===== src/rtl/queue_sensor_conditioner_pkg.sv =====
// Shared constants for the queue manager: sensor conditioning defaults and queue capacity.
package abqm_pkg;

  localparam int unsigned DEF_DEBOUNCE_CYCLES = 4;
  localparam int unsigned DEF_STUCK_CYCLES    = 1024;
  localparam int unsigned DEF_DB_W            = 3;
  localparam int unsigned DEF_ST_W            = 11;
  localparam int unsigned QUEUE_CAPACITY      = 7;

endpackage


===== src/rtl/queue_sensor_conditioner_if.sv =====
// Raw sensor inputs and conditioned event/level outputs of the queue sensor front end.
interface queue_sensor_conditioner_if;

  logic in_raw;
  logic out_raw;
  logic in_pulse;
  logic out_pulse;
  logic in_level;
  logic out_level;
  logic sensor_stuck;

  modport master (
    output in_raw, out_raw,
    input  in_pulse, out_pulse, in_level, out_level, sensor_stuck
  );

  modport slave (
    input  in_raw, out_raw,
    output in_pulse, out_pulse, in_level, out_level, sensor_stuck
  );

endinterface


===== src/rtl/queue_sensor_conditioner_sensor_debounce.sv =====
// One sensor channel: two-flop synchroniser, debounce to a stable level, and stuck-high timer.
module sensor_debounce
  import abqm_pkg::*;
#(
  parameter int unsigned DEBOUNCE_CYCLES = DEF_DEBOUNCE_CYCLES,
  parameter int unsigned STUCK_CYCLES    = DEF_STUCK_CYCLES,
  parameter int unsigned DB_W            = DEF_DB_W,
  parameter int unsigned ST_W            = DEF_ST_W
) (
  input  logic clk,
  input  logic reset,
  input  logic i_raw,
  output logic o_level,
  output logic o_stuck_c
);

  localparam logic [DB_W-1:0] DB_LAST = DB_W'(DEBOUNCE_CYCLES - 1);
  localparam logic [ST_W-1:0] ST_MAX  = ST_W'(STUCK_CYCLES);

  logic            r_sync1;
  logic            r_sync2;
  logic            r_level;
  logic [DB_W-1:0] r_cnt;
  logic [ST_W-1:0] r_stcnt;

  // Level flips only after DEBOUNCE_CYCLES consecutive disagreeing samples
  always_ff @(posedge clk) begin
    if (reset) begin
      r_sync1 <= 1'b0;
      r_sync2 <= 1'b0;
      r_level <= 1'b0;
      r_cnt   <= '0;
      r_stcnt <= '0;
    end else begin
      r_sync1 <= i_raw;
      r_sync2 <= r_sync1;
      if (r_sync2 == r_level) begin
        r_cnt <= '0;
      end else if (r_cnt == DB_LAST) begin
        r_level <= r_sync2;
        r_cnt   <= '0;
      end else begin
        r_cnt <= r_cnt + DB_W'(1);
      end
      if (!r_level) begin
        r_stcnt <= '0;
      end else if (r_stcnt != ST_MAX) begin
        r_stcnt <= r_stcnt + ST_W'(1);
      end
    end
  end

  assign o_level   = r_level;
  assign o_stuck_c = (r_stcnt == ST_MAX);

endmodule


===== src/rtl/queue_sensor_conditioner.sv =====
// Queue manager front end: conditions entry/exit sensors into exclusive one-cycle events.
module queue_sensor_conditioner
  import abqm_pkg::*;
#(
  parameter int unsigned DEBOUNCE_CYCLES = DEF_DEBOUNCE_CYCLES,
  parameter int unsigned STUCK_CYCLES    = DEF_STUCK_CYCLES,
  parameter int unsigned DB_W            = DEF_DB_W,
  parameter int unsigned ST_W            = DEF_ST_W
) (
  input logic                       clk,
  input logic                       reset,
  queue_sensor_conditioner_if.slave sns
);

  logic w_in_level;
  logic w_out_level;
  logic w_in_stuck;
  logic w_out_stuck;
  logic w_in_evt;
  logic w_out_evt;
  logic w_out_req;

  logic r_in_level_d;
  logic r_out_level_d;
  logic r_pend;
  logic r_in_pulse;
  logic r_out_pulse;
  logic r_stuck;

  sensor_debounce #(
    .DEBOUNCE_CYCLES (DEBOUNCE_CYCLES),
    .STUCK_CYCLES    (STUCK_CYCLES),
    .DB_W            (DB_W),
    .ST_W            (ST_W)
  ) u_entry (
    .clk       (clk),
    .reset     (reset),
    .i_raw     (sns.in_raw),
    .o_level   (w_in_level),
    .o_stuck_c (w_in_stuck)
  );

  sensor_debounce #(
    .DEBOUNCE_CYCLES (DEBOUNCE_CYCLES),
    .STUCK_CYCLES    (STUCK_CYCLES),
    .DB_W            (DB_W),
    .ST_W            (ST_W)
  ) u_exit (
    .clk       (clk),
    .reset     (reset),
    .i_raw     (sns.out_raw),
    .o_level   (w_out_level),
    .o_stuck_c (w_out_stuck)
  );

  assign w_in_evt  = w_in_level & ~r_in_level_d;
  assign w_out_evt = w_out_level & ~r_out_level_d;
  assign w_out_req = w_out_evt | r_pend;

  // Entry wins a collision; the exit is held in r_pend and issued on the next free cycle
  always_ff @(posedge clk) begin
    if (reset) begin
      r_in_level_d  <= 1'b0;
      r_out_level_d <= 1'b0;
      r_pend        <= 1'b0;
      r_in_pulse    <= 1'b0;
      r_out_pulse   <= 1'b0;
      r_stuck       <= 1'b0;
    end else begin
      r_in_level_d  <= w_in_level;
      r_out_level_d <= w_out_level;
      r_in_pulse    <= w_in_evt;
      r_out_pulse   <= w_out_req & ~w_in_evt;
      r_pend        <= w_out_req & w_in_evt;
      r_stuck       <= w_in_stuck | w_out_stuck;
    end
  end

  assign sns.in_pulse     = r_in_pulse;
  assign sns.out_pulse    = r_out_pulse;
  assign sns.in_level     = w_in_level;
  assign sns.out_level    = w_out_level;
  assign sns.sensor_stuck = r_stuck;

endmodule


===== src/flat_wrapper.sv =====
// flat-port wrapper written by rule: the top's interface ports become plain ports
module queue_sensor_conditioner_flat import abqm_pkg::*;
#(
  parameter int unsigned DEBOUNCE_CYCLES = DEF_DEBOUNCE_CYCLES,
  parameter int unsigned STUCK_CYCLES    = DEF_STUCK_CYCLES,
  parameter int unsigned DB_W            = DEF_DB_W,
  parameter int unsigned ST_W            = DEF_ST_W
)
  (clk, reset, sns_in_raw, sns_out_raw, sns_in_pulse, sns_out_pulse, sns_in_level, sns_out_level, sns_sensor_stuck);
  queue_sensor_conditioner_if sns_i ();
  input logic clk;
  input logic reset;
  input wire logic [$bits(sns_i.in_raw)-1:0] sns_in_raw;
  input wire logic [$bits(sns_i.out_raw)-1:0] sns_out_raw;
  output wire logic [$bits(sns_i.in_pulse)-1:0] sns_in_pulse;
  output wire logic [$bits(sns_i.out_pulse)-1:0] sns_out_pulse;
  output wire logic [$bits(sns_i.in_level)-1:0] sns_in_level;
  output wire logic [$bits(sns_i.out_level)-1:0] sns_out_level;
  output wire logic [$bits(sns_i.sensor_stuck)-1:0] sns_sensor_stuck;
  assign sns_i.in_raw = sns_in_raw;
  assign sns_i.out_raw = sns_out_raw;
  assign sns_in_pulse = sns_i.in_pulse;
  assign sns_out_pulse = sns_i.out_pulse;
  assign sns_in_level = sns_i.in_level;
  assign sns_out_level = sns_i.out_level;
  assign sns_sensor_stuck = sns_i.sensor_stuck;
  queue_sensor_conditioner #(.DEBOUNCE_CYCLES(DEBOUNCE_CYCLES), .STUCK_CYCLES(STUCK_CYCLES), .DB_W(DB_W), .ST_W(ST_W)) u_core (.clk(clk), .reset(reset), .sns(sns_i));
endmodule

===== config.mk =====
export PLATFORM = sky130hd
export DESIGN_NAME = queue_sensor_conditioner_flat
export DESIGN_NICKNAME = d
export VERILOG_FILES = /design/src/rtl/queue_sensor_conditioner_pkg.sv /design/src/rtl/queue_sensor_conditioner_if.sv /design/src/rtl/queue_sensor_conditioner_sensor_debounce.sv /design/src/rtl/queue_sensor_conditioner.sv /design/src/flat_wrapper.sv
export SDC_FILE = /design/constraint.sdc
export NUM_CORES = 1
export LEC_CHECK = 0
export CAP_MARGIN = 15
export CORE_ASPECT_RATIO = 0.7
export CORE_UTILIZATION = 55
export CTS_BUF_LIST = sky130_fd_sc_hd__clkbuf_8
export CTS_CLUSTER_SIZE = 16
export DETAILED_ROUTE_END_ITERATION = 7
export PLACE_DENSITY = 0.86
export RECOVER_POWER = 25
export SLEW_MARGIN = 20
export SYNTH_ARGS = -nofsm -noshare
export SYNTH_HDL_FRONTEND = slang
export SYNTH_SLANG_ARGS = --single-unit

===== constraint.sdc =====
create_clock -name clk -period 1.4 [get_ports clk]
set_input_delay 0.35 -clock clk [delete_from_list [all_inputs] [get_ports clk]]
set_output_delay 0.35 -clock clk [all_outputs]
set_load 0.02 [all_outputs]

== Word-level counts from Yosys, hierarchy flattened ==
Index checks and enable logic that the tools add are counted.

* Logic and storage cells: 47
* Register bits after elaboration: 40
* Output and inout bits: 5
* Input bits: 4

* Equal/unequal tests: 8
* Bitwise gates (word level): 13
* $add $sub $neg: 4
* Reductions and logical operators: 6

{| class="wikitable"
|+ Operator list
! kind !! number
|-
| $add A11 B1 Y11 const B || 2
|-
| $eq A11 B11 Y1 const B || 2
|-
| $ne A11 B11 Y1 const B || 2
|-
| $not A1 Y1 || 7
|-
| $add A3 B1 Y3 const B || 2
|-
| $eq A3 B2 Y1 const B || 2
|-
| $reduce_or A3 Y1 || 2
|-
| $and A1 B1 Y1 || 4
|-
| $reduce_and A2 Y1 || 2
|-
| $reduce_or A2 Y1 || 2
|-
| $eq A1 B1 Y1 || 2
|-
| $or A1 B1 Y1 || 2
|}

== Depth between registers and ports, before layout ==
Gate-level depths: netlist (run 1).

* Depth in word-level cells: 4
* Depth in mapped cells: 5
* Gate-level depth less buffers: 5

== Cells and area by module ==
A second synthesis (run 1) with hierarchy kept.

* Cells, all modules: 178
* Area total of the unflattened synthesis: 1719.1 um^2

{| class="wikitable"
|+ Modules (own cells, without submodules)
! module !! area an instance (um^2) !! cells an instance !! times used !! seq. area each (um^2)
|-
| sensor_debounce || 765.7 || 81 || 2 || 340.3
|-
| queue_sensor_conditioner || 187.7 || 16 || 1 || 120.1
|}

== Worst setup path after synthesis (run 1) ==
No wires, ideal clock.

* Path kind: register -> register
* Start point: reg u_core.u_entry.r_stcnt[0]
* End point: reg u_core.u_entry.r_stcnt[2]
* Period minus slack after synthesis: 1516 ps
* Required time: 1279 ps
* Arrival: 1395 ps
* Setup time: 121 ps
* Buffers on the path: 0
* Setup slack: -116 ps
* Cell stages (with the launch flop): 6
* Cell sequence: dfxtp_1 -> inv_1 -> ha_1 -> or4bb_4 -> o31ai_4 -> o31ai_2

* Longest elaborated chain between the ends: 1
* Elaborated cells between the ends (all ways): 2
* Those cells by class: add/sub (1); eq/ne (1)

{| class="wikitable"
|+ RTL lines
! element !! RTL line !! text
|-
| start, declared || queue_sensor_conditioner_sensor_debounce.sv:24 || <nowiki>logic [ST_W-1:0] r_stcnt;</nowiki>
|-
| start signal, assigned || queue_sensor_conditioner_sensor_debounce.sv:48 || <nowiki>r_stcnt <= r_stcnt + ST_W'(1);</nowiki>
|-
| $add A11 B1 Y11 / $ne A11 B11 Y1 (equally long branches) || queue_sensor_conditioner_sensor_debounce.sv:48, queue_sensor_conditioner_sensor_debounce.sv:47 ||
|}

Several ways; a longest one is shown, not always the timed one.
A chain may end at the register's enable or synchronous reset.

== Worst setup path in the final report (run 1) ==
* Start point: reg u_core.u_entry.r_stcnt[1]
* End point: reg u_core.u_entry.r_stcnt[9]

Same word-level chain as after synthesis.

==> out/summary.txt, run 1 <==
CTS tree -> built
max cap viols -> 0
WP data required -> 1.57 ns
Skew-Pair Late Insertion Delay -> 0.30 ns
die area -> 0.00333 sq mm
Avg Cell Area, Syn -> 9.42 sq um
fmax -> 618 MHz
number of flops mapped to enable cells by yosys -> 0
combinational share of power -> 0.011
Gate Count Post-Synth -> 181
ys async rst share -> 0
htree depth -> 2
layout cells sized above 1 -> 0.336
Tmin final -> 1.62 ns
FILL cells -> 157
vias in the first global route -> 1,487
Clock power frac -> 0.456
area delta synth->final -> 34.1%
startpoint types -> flip-flop
total gr overflow -> 0
Slowest-stage cell, CP -> or4bb_4
outcome -> finished with violations
Root Buffer -> clkbuf_8
Cell Rows -> 16
critical-path maximum fanout -> 5
hpwl dp -> 2840 microns
die width -> 68.5 microns
Sw Share -> 0.212
pre-CTS WS -> -0.204 ns
Max IR drop VDD -> 0.000542 V
top post-synthesis cells by area -> dfxtp_1 47%, ha_1 5.9%, a21oi_1 4.1%, nand3_1 4.1%, or3_1 3.7%
first-pass GRT wire length -> 6920 microns
TritonCTS Buffers -> 5
DR iter-0 viols -> 198
Die H -> 48.6 microns
IO Port Bufs -> 8
Critical R2R Launch -> u_core.u_entry.r_stcnt[1]
Routed Antenna Nets -> 0
ratio of final minimum period to clock period -> 1.16
unrepaired setup endpoints after global routing -> yes
Seq pwr share -> 0.532
largest net degree at the start of global routing -> 15
total track usage -> 0.287
drt drc -> 0
Slew HR -> 0.731
initial antenna violation count -> 0
Sink Count -> 40
Pleak -> 0.847 nW
Psw -> 0.000455 W
Area after DPL -> 0.00200 sq mm
Antenna diodes -> 0
Hold Path Origin -> u_core.u_entry.r_cnt[0]
Int Pwr -> 0.00169 W
crit-path cells -> inv_2 > ha_4 > or4bb_4 > o31ai_4 > a21oi_1
fin area -> 0.00229 sq mm
Slowest Stage Delay on Critical Path -> 0.50 ns
Post-Syn Area -> 0.00170 sq mm
Power Density -> 939 mW/mm^2
Vias/cell -> 6.29
Worst setup EP type -> flip-flop
final setup fails -> 14
drt total wl -> 4890 microns
setup ws final -> -0.218 ns
Fin Hold WS -> 0.426 ns
top cell type's share of synthesized area -> 0.470
kind of critical path -> reg2reg
R2R depth -> 5
post-synth cell types -> 32
Initial Utilization -> 0.595
drt pass-1 iters -> 6
Placer Congestion -> 0.880
yosys warns -> 0
flops & latches, synth -> 40
io pins -> 9
hold buffer count at CTS -> 0
Final Util -> 0.799
Data arrival, critical path -> 1.78 ns
final hold violation count -> 0
r2r setup slk -> -0.22 ns
sequential area share after synthesis -> 0.470
Synth area leader -> dfxtp_1
Net Count, Synth -> 193
WL/cell -> 19.1 microns
HP Class -> reg2reg
Clock Tree Buf Depth -> 2
failing checks -> negative setup slack
Crit Reg-Reg Endpoint -> u_core.u_entry.r_stcnt[9]
core area -> 0.00286 sq mm
ys flop type -> dfxtp_1
Worst Max-Slew Pin Slew -> 0.403 ns
Pwr Total -> 0.00215 W
via count -> 1,610
final setup skew -> 0.00590 ns
hold path depth -> 1
Reg clk slew, reported paths -> 0.08 ns
Worst Hold Endpoint -> u_core.u_entry.r_cnt[0]
max-slew violations -> 0
Nets -> 231
placed cells by master, fill, tap and decap left out, types with 2 or more instances in the layout:
master           count
nor4_2               3
a21oi_2              2
nor3_1               5
or3_1               10
ha_4                 4
nor2_1              16
buf_4               22
clkdlybuf4s50_1      2
or4_4                2
xor2_1               4
or4_1                3
nand2_1              7
mux2i_1              3
nand4_2              2
dfxtp_4              2
dfxtp_2              9
inv_2                3
xnor2_1              3
nand3_1             12
o21ai_0              8
dfxtp_1             29
o31ai_1              5
clkinv_4             2
ha_1                 4
inv_1                8
a21oi_1             12
dlygate4sd2_1        5
nor2b_1              5
nand2b_1             2
buf_6                3
clkbuf_8             5
how the worst max path moves through the flow:
stage | start | endpoint | cells past startpoint
3_3_place_gp | u_core.u_entry.r_stcnt[1] | u_core.u_entry.r_stcnt[5] | 5
5_1_grt | u_core.u_entry.r_stcnt[1] | u_core.u_entry.r_stcnt[1] | 5
3_5_place_dp | u_core.u_entry.r_stcnt[0] | u_core.u_entry.r_stcnt[0] | 5
6_report | u_core.u_entry.r_stcnt[1] | u_core.u_entry.r_stcnt[9] | 5
2_1_floorplan | u_core.u_entry.r_stcnt[0] | u_core.u_entry.r_stcnt[2] | 5
4_1_cts | u_core.u_entry.r_stcnt[0] | u_core.u_entry.r_stcnt[2] | 5
Yosys cell counts, types with 2 or more instances:
master,number
nand2_1,7
nor2b_1,5
xnor2_1,3
clkbuf_1,4
mux2i_1,3
nor4_1,3
o31ai_1,5
o21ai_0,8
xor2_1,4
inv_1,12
a21oi_1,14
nand2b_1,2
nor2_1,16
nor4bb_1,2
nor3_1,5
or3_1,10
dfxtp_1,40
ha_1,8
nand3_1,14
or4_1,4
worst max-delay path, delay by kind of cell (launching register included):
kind                       cells  cell delay [ns]
and+or+nand+nor                1             0.50
AOI/OAI and AO/OA              2             0.45
DFF                            1             0.33
adders and majority gates      1             0.13
buffers and inverters          1             0.08
stage by stage:
step / TNS [ns] / cells
floorplan: -0.199 / 181
global placement: -1.22 / 243
detailed placement: -2.18 / 243
CTS: -0.910 / 252
global route: -2.33 / 256
finish: -1.70 / 256
state kept, by name, indices dropped and copies added (netlist names), 3 cells and up:
signal,flops
u_core.u_exit.r_cnt,3
u_core.u_entry.r_stcnt,11
u_core.u_exit.r_stcnt,11
u_core.u_entry.r_cnt,3
final cells by class:
cell class | instances | area (sq um) | share of cell area
flip-flops and latches | 40 | 820 | 0.359
inverters | 12 | 47.5 | 0.0208
clock buffers | 5 | 68.8 | 0.0301
repair buffers | 35 | 282 | 0.123
well taps | 36 | 45.0 | 0.0197
clock inverters | 3 | 47.5 | 0.0208
multi-input cells | 125 | 976 | 0.427
logic make-up (layout without fill, tap and decap cells):
logic type,count (synthesis),count (layout),share of synthesized area
multiplexers,4,4,0.0242
buffers and inverters,17,55,0.0396
AND/OR/NAND/NOR,74,75,0.252
AO/OA/AOI/OAI,31,31,0.120
flip-flops,40,40,0.470
XOR/XNOR,7,7,0.0360
adder cells (fa/ha/maj),8,8,0.0587
metal layers:
metal / part of all wire / vias up / wire (microns) / GRT usage
li1: - / 723 / - / -
met1: 0.41 / 749 / 2020 / 0.368
met2: 0.46 / 116 / 2250 / 0.448
met3: 0.090 / 22 / 441 / 0.0825
met4: 0.036 / 0 / 178 / 0.115
met5: 0 / - / 0 / 0
power groups by stage:
stage | combinational, W | sequential, W | clock (W)
5_1_grt | 0.0000267 | 0.00114 | 0.00104
3_5_place_dp | 0.0000257 | 0.00117 | 0
6_report | 0.0000243 | 0.00114 | 0.000979
2_1_floorplan | 0.0000127 | 0.00117 | 0
4_1_cts | 0.0000262 | 0.00115 | 0.000971
3_3_place_gp | 0.0000242 | 0.00117 | 0
repair_timing:
action / CTS / global route
endpoints found under the setup margin: 18 / 17
cloned: 0 / 1
gates resized for setup: 20 / 21
pin swaps: 1 / 5
setup buffers: 1 / 3
Power figures use the tool's default switching activity.
==> run 2, diff against run 1 <==
--- a/config.mk
+++ b/config.mk
@@ -11,8 +11,10 @@
 export CTS_BUF_LIST = sky130_fd_sc_hd__clkbuf_8
 export CTS_CLUSTER_SIZE = 16
 export DETAILED_ROUTE_END_ITERATION = 7
+export MAX_ROUTING_LAYER = met4
 export PLACE_DENSITY = 0.86
 export RECOVER_POWER = 25
+export SETUP_SLACK_MARGIN = 0.15
 export SLEW_MARGIN = 20
 export SYNTH_ARGS = -nofsm -noshare
 export SYNTH_HDL_FRONTEND = slang
==> out/summary.txt, run 2 (same netlist as run 1, synthesis figures left out) <==
pre-CTS WS -> -0.164 ns
startpoint types -> flip-flop
Die H -> 48.6 microns
FILL cells -> 97
Max IR drop VDD -> 0.000786 V
Data arrival, critical path -> 1.96 ns
Cell Rows -> 16
Power Density -> 884 mW/mm^2
layout cells sized above 1 -> 0.491
die area -> 0.00333 sq mm
critical-path maximum fanout -> 3
htree depth -> 2
initial antenna violation count -> 0
IO Port Bufs -> 8
Tmin final -> 1.78 ns
kind of critical path -> reg2reg
final setup fails -> 16
area of the multi-input gates -> 0.00108 sq mm
Clock Tree Buf Depth -> 2
largest registers -> u_core.u_entry.r_stcnt (11), u_core.u_exit.r_stcnt (11)
final hold violation count -> 0
WP data required -> 1.58 ns
WL/cell -> 24.8 microns
register area -> 832 sq um
Sink Count -> 40
unrepaired setup endpoints after global routing -> yes
Worst setup EP type -> flip-flop
die width -> 68.5 microns
Initial Utilization -> 0.595
via count -> 1,851
Pwr Total -> 0.00221 W
highest-count cells in the layout ignoring fill and taps -> 29 x buf_4, 25 x dfxtp_1, 11 x nand3_1, 11 x nor2_1, 10 x dfxtp_2
hpwl dp -> 2910 microns
drt drc -> 0
max-slew violations -> 0
Fin Hold WS -> 0.468 ns
drt total wl -> 6630 microns
io pins -> 9
total track usage -> 0.368
Slew HR -> 0.658
final setup skew -> 0.0125 ns
first-pass GRT wire length -> 8380 microns
TritonCTS Buffers -> 5
DR iter-0 viols -> 184
commonest non-fill, non-tap cell in the layout -> buf_4
HP Class -> reg2reg
max cap viols -> 0
core area -> 0.00286 sq mm
outcome -> finished with violations
setup ws final -> -0.380 ns
Vias/cell -> 6.91
Antenna diodes -> 0
ratio of final minimum period to clock period -> 1.27
total gr overflow -> 0
CTS tree -> built
Nets -> 243
vias in the first global route -> 1,677
Pleak -> 0.899 nW
largest net degree at the start of global routing -> 14
drt pass-1 iters -> 5
fmax -> 562 MHz
failing checks -> negative setup slack
Worst Max-Slew Pin Slew -> 0.508 ns
Root Buffer -> clkbuf_8
Reg clk slew, reported paths -> 0.09 ns
area delta synth->final -> 46.8%
Skew-Pair Late Insertion Delay -> 0.31 ns
Routed Antenna Nets -> 0
Placer Congestion -> 0.863
## run 2: changes by cell type in the layout (fill, tap and decap cells not counted), sizes merged
| cell | previous run | this run |
|---|---|---|
| buf | 25 | 42 |
| clkbuf | 7 | 9 |
| clkdlybuf4s25 | 0 | 1 |
| clkinv | 2 | 1 |
| dlygate4sd2 | 5 | 0 |
| dlygate4sd3 | 1 | 0 |
| nand4 | 3 | 2 |
## run 2: layout make-up
cell class,instances,area share
multi-input cells,124,0.433
flip-flops and latches,40,0.333
repair buffers,48,0.150
inverters,12,0.0180
well taps,36,0.0180
clock inverters,2,0.0155
clock buffers,6,0.0330
## run 2: through the flow
step / setup TNS (ns) / utilization / instances / cell area [sq um]
floorplan: -0.199 / - / 181 / 1760
global placement: -1.29 / 0.715 / 245 / 2050
detailed placement: -2.08 / 0.715 / 245 / 2050
CTS: -1.04 / 0.831 / 262 / 2380
global route: -2.58 / 0.874 / 268 / 2500
finish: -2.29 / 0.874 / 268 / 2500
## run 2: report_power, final
part	total (W)	leakage (nW)	internal (W)	switching, W
registers	0.00114	0.332	0.00113	0.00000533
clock network	0.00104	0.0614	0.000583	0.000452
logic	0.0000359	0.506	0.0000184	0.0000175
## run 2: worst paths after layout
path,endpoint,from,cells after the start,slack (ns)
setup / recovery,u_core.u_entry.r_stcnt[0],u_core.u_entry.r_stcnt[1],5,-0.38
hold reg to reg,u_core.u_exit.r_sync2,u_core.u_exit.r_sync1,1,0.47
setup reg to reg,u_core.u_entry.r_stcnt[0],u_core.u_entry.r_stcnt[1],5,-0.38
hold / removal,u_core.u_exit.r_sync2,u_core.u_exit.r_sync1,1,0.47
## run 2: repair_timing
| item | in CTS | in global routing |
|---|---|---|
| setup buffers | 9 | 6 |
| setup endpoints to repair | 31 | 31 |
| pin swaps | 14 | 18 |
| hold buffers | 0 | 0 |
| resized for setup | 54 | 28 |
## run 2: worst max-delay path, stage by stage, from the launching register on
cell,delay (ns)
dfxtp_2,0.34
inv_2,0.08
ha_4,0.14
or4bb_4,0.51
nor4_1,0.47
nor3_1,0.11
## run 2: routing by layer
layer  track usage  vias up  routed length, microns
met5             -        -                       0
met4         0.174        0                     525
met3         0.113       69                     808
met2         0.578      180                    2900
met1         0.421      858                    2410
li1              -      744                       -
==> run 3, diff against run 2 <==
--- a/config.mk
+++ b/config.mk
@@ -9,9 +9,9 @@
 export CORE_ASPECT_RATIO = 0.7
 export CORE_UTILIZATION = 55
 export CTS_BUF_LIST = sky130_fd_sc_hd__clkbuf_8
+export CTS_CLUSTER_DIAMETER = 30
 export CTS_CLUSTER_SIZE = 16
 export DETAILED_ROUTE_END_ITERATION = 7
-export MAX_ROUTING_LAYER = met4
 export PLACE_DENSITY = 0.86
 export RECOVER_POWER = 25
 export SETUP_SLACK_MARGIN = 0.15
==> out/summary.txt, run 3 (same netlist as run 1, synthesis figures left out) <==
outcome -> finished with violations
failing checks -> negative setup slack
Slowest-stage cell, CP -> or4bb_4
drt total wl -> 6620 microns
final setup fails -> 16
Initial Utilization -> 0.595
critical-path maximum fanout -> 3
Root Buffer -> clkbuf_8
die area -> 0.00333 sq mm
FILL cells -> 97
Slowest Stage Delay on Critical Path -> 0.51 ns
total gr overflow -> 0
Power Density -> 885 mW/mm^2
commonest non-fill, non-tap cell in the layout -> buf_4
Fin Hold WS -> 0.469 ns
die width -> 68.5 microns
max cap viols -> 0
Worst setup EP type -> flip-flop
highest-count cells in the layout ignoring fill and taps -> 29 x buf_4, 25 x dfxtp_1, 11 x nand3_1, 11 x nor2_1, 10 x dfxtp_2
Cell Rows -> 16
unrepaired setup endpoints after global routing -> yes
io pins -> 9
final setup skew -> 0.0172 ns
Clock Tree Buf Depth -> 2
total track usage -> 0.359
Sink Count -> 40
initial antenna violation count -> 0
largest net degree at the start of global routing -> 14
final hold violation count -> 0
kind of critical path -> reg2reg
max-slew violations -> 0
Tmin final -> 1.75 ns
via count -> 1,829
ratio of final minimum period to clock period -> 1.25
DR iter-0 viols -> 176
first-pass GRT wire length -> 8390 microns
vias in the first global route -> 1,678
WP data required -> 1.58 ns
largest registers -> u_core.u_entry.r_stcnt (11), u_core.u_exit.r_stcnt (11)
Routed Antenna Nets -> 0
Worst Max-Slew Pin Slew -> 0.476 ns
Slew HR -> 0.680
CTS tree -> built
Nets -> 243
Vias/cell -> 6.82
Placer Congestion -> 0.850
drt drc -> 0
TritonCTS Buffers -> 5
area delta synth->final -> 46.8%
HP Class -> reg2reg
core area -> 0.00286 sq mm
Skew-Pair Late Insertion Delay -> 0.31 ns
Data arrival, critical path -> 1.93 ns
Max IR drop VDD -> 0.000780 V
layout cells sized above 1 -> 0.491
htree depth -> 2
setup ws final -> -0.349 ns
Reg clk slew, reported paths -> 0.09 ns
pre-CTS WS -> -0.164 ns
drt pass-1 iters -> 5
crit-path cells -> inv_2 > ha_4 > or4bb_4 > nor4_1 > nor3_1
Die H -> 48.6 microns
startpoint types -> flip-flop
fmax -> 572 MHz
Antenna diodes -> 0
hpwl dp -> 2910 microns
WL/cell -> 24.7 microns
IO Port Bufs -> 8
Pleak -> 0.899 nW
[run 3: cell counts in the layout (fill, tap and decap cells not counted)]
Identical to the previous run, type by type.
[run 3: layer usage]
metal  routed length, microns  up-vias  global-route usage  share of wire
met4                      430        0               0.174          0.065
li1                         -      743                   -              -
met3                      749       56               0.113           0.11
met1                     2430      863               0.424           0.37
met5                        0        -                   0              0
met2                     3010      167               0.577           0.45
[run 3: worst paths after layout]
check	start	endpoint	slack, ns	cells past startpoint
worst min-delay path	u_core.u_exit.r_sync1	u_core.u_exit.r_sync2	0.47	1
worst max-delay path	u_core.u_entry.r_stcnt[1]	u_core.u_entry.r_stcnt[0]	-0.35	5
worst min register to register	u_core.u_exit.r_sync1	u_core.u_exit.r_sync2	0.47	1
worst max register to register	u_core.u_entry.r_stcnt[1]	u_core.u_entry.r_stcnt[0]	-0.35	5
[run 3: worst max-delay path, delay by kind of cell, from the launching register on]
family / cells / cell delay [ns]
and+or+nand+nor: 3 / 1.07
DFF: 1 / 0.34
adders and majority gates: 1 / 0.14
buffers and inverters: 1 / 0.07
[run 3: final cells by class]
| cell class | count | area (sq um) | area share |
|---|---|---|---|
| clock inverter | 2 | 38.8 | 0.0155 |
| tap | 36 | 45.0 | 0.0180 |
| inverter | 12 | 45.0 | 0.0180 |
| sequential | 40 | 832 | 0.333 |
| timing repair buffer | 48 | 374 | 0.150 |
| clock buffer | 6 | 82.6 | 0.0330 |
| multi-input combinational | 124 | 1080 | 0.433 |
[run 3: repair_timing]
item / in CTS / in global routing
pin swaps: 14 / 18
setup buffers: 9 / 6
hold buffers: 0 / 0
gates resized for setup: 54 / 28
endpoints found under the setup margin: 31 / 31
[run 3: stage by stage]
stage                     power [W]  utilization  TNS (ns)  cell area (sq um)  cells
after floorplan             0.00119            -    -0.199               1760    181
after global placement      0.00120        0.715     -1.29               2050    245
after detailed placement    0.00120        0.715     -2.08               2050    245
after CTS                   0.00218        0.831     -1.04               2380    262
after global routing        0.00226        0.874     -2.76               2500    268
final                       0.00221        0.874     -2.20               2500    268
[run 3: power breakdown]
| part | leakage [nW] | internal [W] | switching [W] |
|---|---|---|---|
| sequential | 0.332 | 0.00113 | 0.00000544 |
| combinational | 0.506 | 0.0000184 | 0.0000171 |
| clock | 0.0614 | 0.000584 | 0.000454 |
| total | 0.899 | 0.00174 | 0.000477 |
